## config.mk

```make
export PLATFORM = sky130hd
export DESIGN_NAME = adder_tree_feeder
export DESIGN_NICKNAME = d
export VERILOG_FILES = /design/src/rtl/adder_tree_pkg.sv /design/src/rtl/adder_tree_feeder.sv
export SDC_FILE = /design/constraint.sdc
export NUM_CORES = 1
export LEC_CHECK = 0
export ABC_AREA = 1
export BUFFER_PORTS_ARGS = -buffer_cell sky130_fd_sc_hd__buf_4
export CAP_MARGIN = 25
export CORE_MARGIN = 2
export CORE_UTILIZATION = 40
export CTS_BUF_LIST = sky130_fd_sc_hd__clkbuf_4
export DETAILED_ROUTE_END_ITERATION = 10
export HOLD_SLACK_MARGIN = 0.05
export REMOVE_ABC_BUFFERS = 1
export SETUP_SLACK_MARGIN = 0.15
export SYNTH_ARGS = -nofsm -noshare
export SYNTH_HDL_FRONTEND = slang
export SYNTH_SLANG_ARGS = --single-unit
```

## constraint.sdc

```tcl
create_clock -name clk -period 2.5 [get_ports clk]
set_clock_uncertainty 0.15 [all_clocks]
set_input_delay 0.125 -clock clk [delete_from_list [all_inputs] [get_ports clk]]
set_output_delay 0.125 -clock clk [all_outputs]
set_load 0.01 [all_outputs]
```

## src/rtl/adder_tree_pkg.sv

```systemverilog
// Shared types and sizing for the adder-tree operand feeder.
package adder_tree_pkg;

    localparam int ADDER_WIDTH  = 17;
    localparam int N_LANES      = 8;
    localparam int SUM_LANES    = 4;
    localparam int SUM_WIDTH    = 18;
    localparam int TREE_LATENCY = 2;

    // Bits needed to index 0..n-1, never less than one bit.
    function automatic int cnt_w_f(input int n);
        return (n < 2) ? 1 : $clog2(n);
    endfunction

    localparam int CNT_W  = cnt_w_f(N_LANES);
    localparam int WCNT_W = cnt_w_f(TREE_LATENCY + 1);
    localparam int REF_W  = ADDER_WIDTH + cnt_w_f(SUM_LANES);

    typedef enum logic [1:0] {
        LOAD = 2'd0,
        WAIT = 2'd1,
        DONE = 2'd2
    } feeder_state_t;

endpackage

```

## src/rtl/adder_tree_feeder.sv

```systemverilog
// Serial-to-parallel operand loader for the registered adder tree. Collects
// N_LANES operands, waits out the tree latency, captures the tree sum and
// flags any disagreement with a running reference over the summed lanes.
module adder_tree_feeder
    import adder_tree_pkg::*;
(
    input  logic                           clk,
    input  logic                           rst,
    input  logic [ADDER_WIDTH-1:0]         in_data,
    input  logic                           in_valid,
    output logic                           in_ready,
    output logic [N_LANES*ADDER_WIDTH-1:0] isum,
    input  logic [SUM_WIDTH-1:0]           tree_sum,
    output logic [SUM_WIDTH-1:0]           res_data,
    output logic                           res_mismatch,
    output logic                           res_valid,
    input  logic                           res_ready,
    output logic                           busy
);

    feeder_state_t          state_r;
    feeder_state_t          state_next_s;
    logic [CNT_W-1:0]       cnt_r;
    logic [CNT_W-1:0]       cnt_next_s;
    logic [WCNT_W-1:0]      wcnt_r;
    logic [REF_W-1:0]       ref_r;
    logic [ADDER_WIDTH-1:0] lanes_r [N_LANES];
    logic                   in_ready_r;
    logic                   busy_r;
    logic [SUM_WIDTH-1:0]   res_data_r;
    logic                   res_mismatch_r;
    logic                   res_valid_r;
    logic                   take_s;
    logic                   capture_s;
    logic                   res_hs_s;
    logic                   ref_lane_s;

    // Only the first SUM_LANES lanes reach the tree output, so only they feed the reference.
    assign ref_lane_s = ({1'b0, cnt_r} < (CNT_W + 1)'(SUM_LANES));

    // State register.
    always_ff @(posedge clk) begin
        if (rst) begin
            state_r <= LOAD;
        end else begin
            state_r <= state_next_s;
        end
    end

    // Next-state logic and per-cycle control strobes.
    always_comb begin
        state_next_s = state_r;
        cnt_next_s   = cnt_r;
        take_s       = 1'b0;
        capture_s    = 1'b0;
        res_hs_s     = 1'b0;
        case (state_r)
            LOAD: begin
                if (in_valid && in_ready_r) begin
                    take_s = 1'b1;
                    if (cnt_r == CNT_W'(N_LANES - 1)) begin
                        cnt_next_s   = {CNT_W{1'b0}};
                        state_next_s = WAIT;
                    end else begin
                        cnt_next_s   = cnt_r + CNT_W'(1);
                    end
                end else begin
                    take_s = 1'b0;
                end
            end
            WAIT: begin
                if (wcnt_r == WCNT_W'(TREE_LATENCY)) begin
                    capture_s    = 1'b1;
                    state_next_s = DONE;
                end else begin
                    capture_s    = 1'b0;
                end
            end
            DONE: begin
                if (res_valid_r && res_ready) begin
                    res_hs_s     = 1'b1;
                    state_next_s = LOAD;
                end else begin
                    res_hs_s     = 1'b0;
                end
            end
            default: begin
                state_next_s = LOAD;
                cnt_next_s   = {CNT_W{1'b0}};
            end
        endcase
    end

    // Lane count, wait counter and registered handshake/status flags.
    always_ff @(posedge clk) begin
        if (rst) begin
            cnt_r      <= {CNT_W{1'b0}};
            wcnt_r     <= {WCNT_W{1'b0}};
            in_ready_r <= 1'b0;
            busy_r     <= 1'b0;
        end else begin
            cnt_r      <= cnt_next_s;
            wcnt_r     <= (state_r == WAIT) ? (wcnt_r + WCNT_W'(1)) : {WCNT_W{1'b0}};
            in_ready_r <= (state_next_s == LOAD);
            busy_r     <= (state_next_s != LOAD) || (cnt_next_s != {CNT_W{1'b0}});
        end
    end

    // Lane register file; lanes hold their values between batches.
    always_ff @(posedge clk) begin
        if (rst) begin
            for (int k = 0; k < N_LANES; k++) begin
                lanes_r[k] <= {ADDER_WIDTH{1'b0}};
            end
        end else if (take_s) begin
            lanes_r[cnt_r] <= in_data;
        end
    end

    // Running reference sum, cleared once the result has been consumed.
    always_ff @(posedge clk) begin
        if (rst) begin
            ref_r <= {REF_W{1'b0}};
        end else if (take_s && ref_lane_s) begin
            ref_r <= ref_r + REF_W'(in_data);
        end else if (res_hs_s) begin
            ref_r <= {REF_W{1'b0}};
        end
    end

    // Result capture and hold until the consumer accepts it.
    always_ff @(posedge clk) begin
        if (rst) begin
            res_data_r     <= {SUM_WIDTH{1'b0}};
            res_mismatch_r <= 1'b0;
            res_valid_r    <= 1'b0;
        end else if (capture_s) begin
            res_data_r     <= tree_sum;
            res_mismatch_r <= (tree_sum != ref_r[SUM_WIDTH-1:0]);
            res_valid_r    <= 1'b1;
        end else if (res_hs_s) begin
            res_valid_r    <= 1'b0;
        end
    end

    for (genvar k = 0; k < N_LANES; k++) begin : g_isum
        assign isum[k*ADDER_WIDTH +: ADDER_WIDTH] = lanes_r[k];
    end

    assign in_ready     = in_ready_r;
    assign busy         = busy_r;
    assign res_data     = res_data_r;
    assign res_mismatch = res_mismatch_r;
    assign res_valid    = res_valid_r;

endmodule

```

==> flow_summary.json, run 1 <==
{
  "drt_iter0_drc": 458,
  "cellPowerDensity_nw_per_um2": 553,
  "relSlewSlack_pct": 58.0,
  "grtUsageMet1_pct": 29.1,
  "wire_per_inst_um": 17.5,
  "cts_tree": "yes",
  "syn_avg_cell_area_um2": 10.0,
  "synthCells": 804,
  "synth_seq_cells": 183,
  "coreArea_um2": 19600,
  "tns_ns": 0,
  "rows": 51,
  "worstPathRequired_ns": 2.85,
  "io_pins": 197,
  "crit_path_end_kind": "flop",
  "yosysWarnings": 0,
  "grt_max_degree": 29,
  "p_leak_uw": 0.00500,
  "finalHoldViolations": 0,
  "grt_overflow": 0,
  "crit_type": "reg2reg",
  "cts_buffers": 17,
  "cts_root_buffer": "clkbuf_4",
  "track_usage_pct": 21.8,
  "antenna_found_initial": 1,
  "ys_types": 34,
  "place.gp.congestion": 0.902,
  "total_power_uw": 5970,
  "layout_worst_path_cycle_share_pct": 91.5,
  "ys_seq_area_share_pct": 62.4,
  "grt_use_met2_pct": 36.6,
  "worstPathMaxFanout": 6,
  "start_kind": "flop",
  "met3_usage_pct": 4.23,
  "syn2layout_area_growth_pct": 34.1,
  "place_ws_ns": 0.350,
  "top_usage_layer": "met2",
  "die_h_um": 146,
  "grt_pass1_wl_mm": 34.9,
  "max_freq_ghz": 0.437,
  "vdd_drop_max_uv": 240,
  "die_area_um2": 21300,
  "min_path_type": "in2reg",
  "setup_ws_ns": 0.213,
  "cts.sinks": 183,
  "fin_crit_ns": 2.29,
  "via_count": 6544,
  "fin_nets": 1138,
  "synthTopCellsByArea": "edfxtp_1, dfxtp_1, nor2_1",
  "clk_path_buf_depth": 2,
  "drive_gt1_share_pct": 26.0,
  "dr.pass1.iters": 5,
  "grt_pass1_vias": 6117,
  "outcome": "finished, final reports clean",
  "drv_cap": 0,
  "ant_nets": 0,
  "yosys.area.top_type_share_pct": 50.7,
  "initial_core_util_pct": 41.1,
  "setup_violations": 0,
  "syn_area_um2": 8050,
  "maxSlewViolCount": 0,
  "drcViolationCount": 0,
  "h-tree-depth": 4,
  "cts.reportedPaths.clkPinSlew_ns": 0.15,
  "synth.largest_area_cell": "edfxtp_1",
  "hpwl_mm": 16.2,
  "worst_pin_slew_ns": 0.629,
  "drt-vias-per-instance": 4.84,
  "drt_wl_total_mm": 23.7,
  "numPortBuffers": 196,
  "arrival_ns": 2.64,
  "insertion_delay_ns": 0.55,
  "dieWidth_um": 146,
  "rsz0062_at_grt": "true"
}
stage by stage:
stage / util (%) / hold slack, ns / area, µm² / instances
after CTS: 54.6 / 0.221 / 10700 / 1349
final: 55.1 / 0.250 / 10800 / 1353
after global placement: 50.0 / 0.248 / 9790 / 1257
after floorplan: - / 0.0441 / 7900 / 784
after detailed placement: 50.0 / 0.257 / 9790 / 1257
after global routing: 55.1 / 0.230 / 10800 / 1353
logic make-up after synthesis:
kind of cell | after synthesis | share of synthesized area (%)
DFF | 183 | 62.4
and+or+nand+nor | 388 | 20.8
adders and majority gates | 25 | 3.98
buffers and inverters | 110 | 6.08
AOI/OAI and AO/OA | 90 | 5.84
xor gates and xnor gates | 8 | 0.871
worst paths after layout:
| check | depth (start not counted) | startpoint | slack [ns] | end |
|---|---|---|---|---|
| worst max-delay path | 11 | ref_r[3] | 0.21 | ref_r[9] |
| worst min register to register | 1 | wcnt_r[0] | 0.28 | wcnt_r[0] |
| worst max register to register | 11 | ref_r[3] | 0.21 | ref_r[9] |
| worst min-delay path | 4 | tree_sum[5] | 0.25 | res_data[5] |
metal layers:
layer,vias up,share of wire (%)
li1,3185,-
met5,-,0
met4,0,1.9
met2,239,49
met3,26,6.6
met1,3094,42
cells in the mapped netlist (all sizes together):
master / count
nor2: 186
nand2: 150
edfxtp: 136
inv: 90
dfxtp: 47
a21oi: 46
o21ai: 35
nand3: 29
ha: 24
buf: 14
nor3: 11
clkbuf: 6
or2: 5
xor2: 5
and2: 3
o22ai: 3
xnor2: 3
a21o: 2
nand4: 2
o211ai: 2
a22o: 1
fa: 1
nand3b: 1
nor4: 1
o21a: 1
power by group:
| part | internal (µW) | switching (µW) | total (µW) |
|---|---|---|---|
| Combinational | 342 | 466 | 808 |
| Clock | 635 | 1100 | 1740 |
| Sequential | 3360 | 67.3 | 3430 |
worst max-delay path, cell delays in order, from the launching register on:
cell,delay [ns]
dfxtp_2,0.37
ha_1,0.36
nand2_2,0.13
inv_1,0.06
nand2_1,0.06
nand2_1,0.05
nand2_1,0.09
nand3_1,0.14
nand2_1,0.10
nand3_1,0.06
dlygate4sd3_1,0.56
a21oi_1,0.12
timing repair:
item / CTS / global route
endpoints found under the hold margin: 179 / 0
hold buffers: 60 / 0
resized for setup: 0 / 18
buffers inserted: 0 / 3
endpoints found under the setup margin: 0 / 26
state kept, by name, indices dropped and copies added (netlist names):
register      count
busy              1
in_ready          1
cnt_r             3
res_valid         1
wcnt_r            2
res_mismatch      1
lanes_r         136
state_r           2
res_data         18
ref_r            18
layout make-up:
type,instances,area [µm²]
clock inverters,15,180
well taps,265,332
clock buffers,17,128
repair buffers,270,2180
fillers,1764,8800
diodes,1,2.50
flip-flops and latches,183,5030
multi-input cells,512,2600
inverters,90,338
cells in the final DEF, fill, tap and decap left out, types with 2 or more instances in the layout:
| master | count |
|---|---|
| nand2_4 | 9 |
| dfxtp_1 | 42 |
| bufinv_16 | 2 |
| nor3_1 | 11 |
| dlygate4sd3_1 | 59 |
| nor2_1 | 178 |
| or2_2 | 5 |
| o21ai_1 | 6 |
| inv_8 | 3 |
| a21oi_1 | 46 |
| inv_2 | 3 |
| nand2_2 | 4 |
| buf_4 | 210 |
| ha_1 | 20 |
| dfxtp_2 | 5 |
| nor2_8 | 3 |
| ha_4 | 3 |
| nor2_2 | 3 |
| o211ai_1 | 2 |
| clkbuf_4 | 17 |
| clkinv_4 | 2 |
| inv_6 | 4 |
| and2_1 | 3 |
| clkinv_2 | 2 |
| a21o_1 | 2 |
| nand4_1 | 2 |
| o21ai_0 | 29 |
| nand2_1 | 137 |
| nand3_1 | 29 |
| xnor2_1 | 3 |
| inv_1 | 87 |
| edfxtp_1 | 136 |
| xor2_1 | 5 |
| nor2_4 | 3 |
| o22ai_1 | 3 |
Note: power is estimated with default switching activity, not from simulation.
==> run 2: changes to the inputs <==
CTS_BUF_LIST = default   (was sky130_fd_sc_hd__clkbuf_4)
PLACE_DENSITY_LB_ADDON = 0.3   (was default)
==> run 2 against run 1 <==
  * Setup slack improved by 0.13 ns
  * First-iteration DRC count rose by 1.5%
  * Combinational power fell by 8.0%
  * Flip-flop and latch count did not move
  * Critical path type unchanged
  * Largest cell class unchanged
  * Highest routed layer unchanged
==> flow_summary.json, run 2 (synthesis results as in run 1) <==
{
  "initial_core_util_pct": 41.1,
  "path_delay_family": "simple AND/OR/NAND/NOR gates",
  "numPortBuffers": 196,
  "crit_slowest_cell": "dfxtp_1",
  "wl_met2_mm": 11.3,
  "insertion_delay_ns": 0.44,
  "setup_violations": 0,
  "top_register": "lanes_r",
  "crit_buf_inv": 3,
  "worstPathRequired_ns": 2.46,
  "relSlewSlack_pct": 59.7,
  "arrival_ns": 2.12,
  "min_path_type": "in2reg",
  "max_freq_ghz": 0.463,
  "start_kind": "flop",
  "rsz0062_at_grt": "false",
  "maxSlewViolCount": 0,
  "p_leak_uw": 0.00493,
  "place.gp.congestion": 0.899,
  "tns_ns": 0,
  "setup_ws_ns": 0.339,
  "layout_worst_path_cycle_share_pct": 86.4,
  "rows": 51,
  "drive_gt1_share_pct": 24.7,
  "fin_crit_ns": 2.16,
  "crit_path_end_kind": "flop",
  "crit_type": "reg2reg",
  "antenna_found_initial": 1,
  "grt_max_degree": 29,
  "met3WireLength_mm": 1.43,
  "final_cell_mix": "buf_4, nor2_1, nand2_1, edfxtp_1, inv_1",
  "path_common_cell": "nand2_4",
  "worst_pin_slew_ns": 0.604,
  "met1_length_mm": 9.44,
  "io_pins": 197,
  "crit_chain": "inv_1, ha_1, inv_2, nor2_4, nand2_4, nor2_8, nand2_4, nand2_1, buf_4",
  "hpwl_mm": 15.9,
  "coreArea_um2": 19600,
  "place_ws_ns": 0.353,
  "cellPowerDensity_nw_per_um2": 640,
  "max_stage_delay_ns": 0.33,
  "nFillCells": 1752,
  "finalHoldViolations": 0,
  "drt-vias-per-instance": 4.84,
  "grt_overflow": 0,
  "die_area_um2": 21300,
  "outcome": "finished, final reports clean",
  "drcViolationCount": 0,
  "cts_tree": "yes",
  "worstPathMaxFanout": 18,
  "dr.pass1.iters": 6,
  "via_count": 6354,
  "h-tree-depth": 4,
  "vdd_drop_max_uv": 480,
  "final_common_cell": "buf_4",
  "dpl_cell_area_um2": 9790,
  "track_usage_pct": 21.0,
  "cts_root_buffer": "clkbuf_16",
  "drt_iter0_drc": 465,
  "clk_path_buf_depth": 2,
  "cts_buffers": 17,
  "rrSetupSlack_ns": 0.34,
  "drt_wl_total_mm": 22.7,
  "drv_cap": 0,
  "fin_area_um2": 10600,
  "syn2layout_area_growth_pct": 31.5,
  "cts.reportedPaths.clkPinSlew_ns": 0.07,
  "largest_reg_flops": 136,
  "ant_nets": 0,
  "cts.sinks": 183,
  "dieWidth_um": 146,
  "die_h_um": 146,
  "postCtsSetupBuffers": 0,
  "top_layer_used": "met4",
  "grt_pass1_vias": 5936,
  "grt_pass1_wl_mm": 33.7,
  "fin_nets": 1098,
  "ctsResizeCount": 0,
  "wire_per_inst_um": 17.3
}
==> run 2: cell types whose count changed in the layout (fill, tap and decap cells not counted), sizes merged <==
cell         previous run  this run
clkinv                  5         4
clkinvlp                1         2
buf                   211       208
dlygate4sd3            59        23
inv                    97        93
nor2                  187       186
clkbuf                 17        21
==> run 2: worst reg2reg max path, delay by kind of cell (launching register included) <==
family        cells  cell delay (ns)
simple gates      5             0.73
fa+ha+maj         1             0.20
buf+inv           3             0.44
flops             1             0.33
==> run 2: through the flow <==
stage	std cells	hold slack (ns)	utilization [%]	total power [µW]
detailed placement	1257	0.255	50.0	4210
CTS	1312	0.0528	54.0	6810
finish	1313	0.0681	54.0	6770
global placement	1257	0.249	50.0	4200
global route	1313	0.0854	54.0	6990
floorplan	784	0.0441	-	3850
==> run 2: per-layer routing <==
metal / vias to the layer above / GRT usage, %
met2: 242 / 35.0
li1: 3103 / -
met3: 25 / 3.42
met5: - / 0
met1: 2984 / 27.5
met4: 0 / 8.63
==> run 2: layout make-up <==
cell class	instances	area [µm²]	area share, %
timing repair buffer	231	1790	16.9
antenna	1	2.50	0.0236
tap	265	332	3.13
inverter	90	338	3.19
sequential	183	5020	47.5
clock buffer	21	440	4.16
clock inverter	11	121	1.15
multi-input combinational	511	2530	23.9
==> run 2: path summary, 6_finish.rpt <==
kind,from,depth (start not counted),to
max,state_r[1],9,lanes_r[3][6]
min,in_data[2],3,lanes_r[2][2]
max reg2reg,state_r[1],9,lanes_r[3][6]
min reg2reg,wcnt_r[0],1,wcnt_r[0]
==> run 2: timing repair <==
item                                   CTS  global route
hold buffers                            23             0
setup endpoints to repair                0             0
endpoints found under the hold margin   24             0
==> run 2: where the power goes <==
group,leakage (µW),internal (µW),switching (µW)
Combinational,0.00287,298,444
Clock,0.000270,1470,1130
Sequential,0.00179,3360,65.8
Total,0.00493,5140,1640
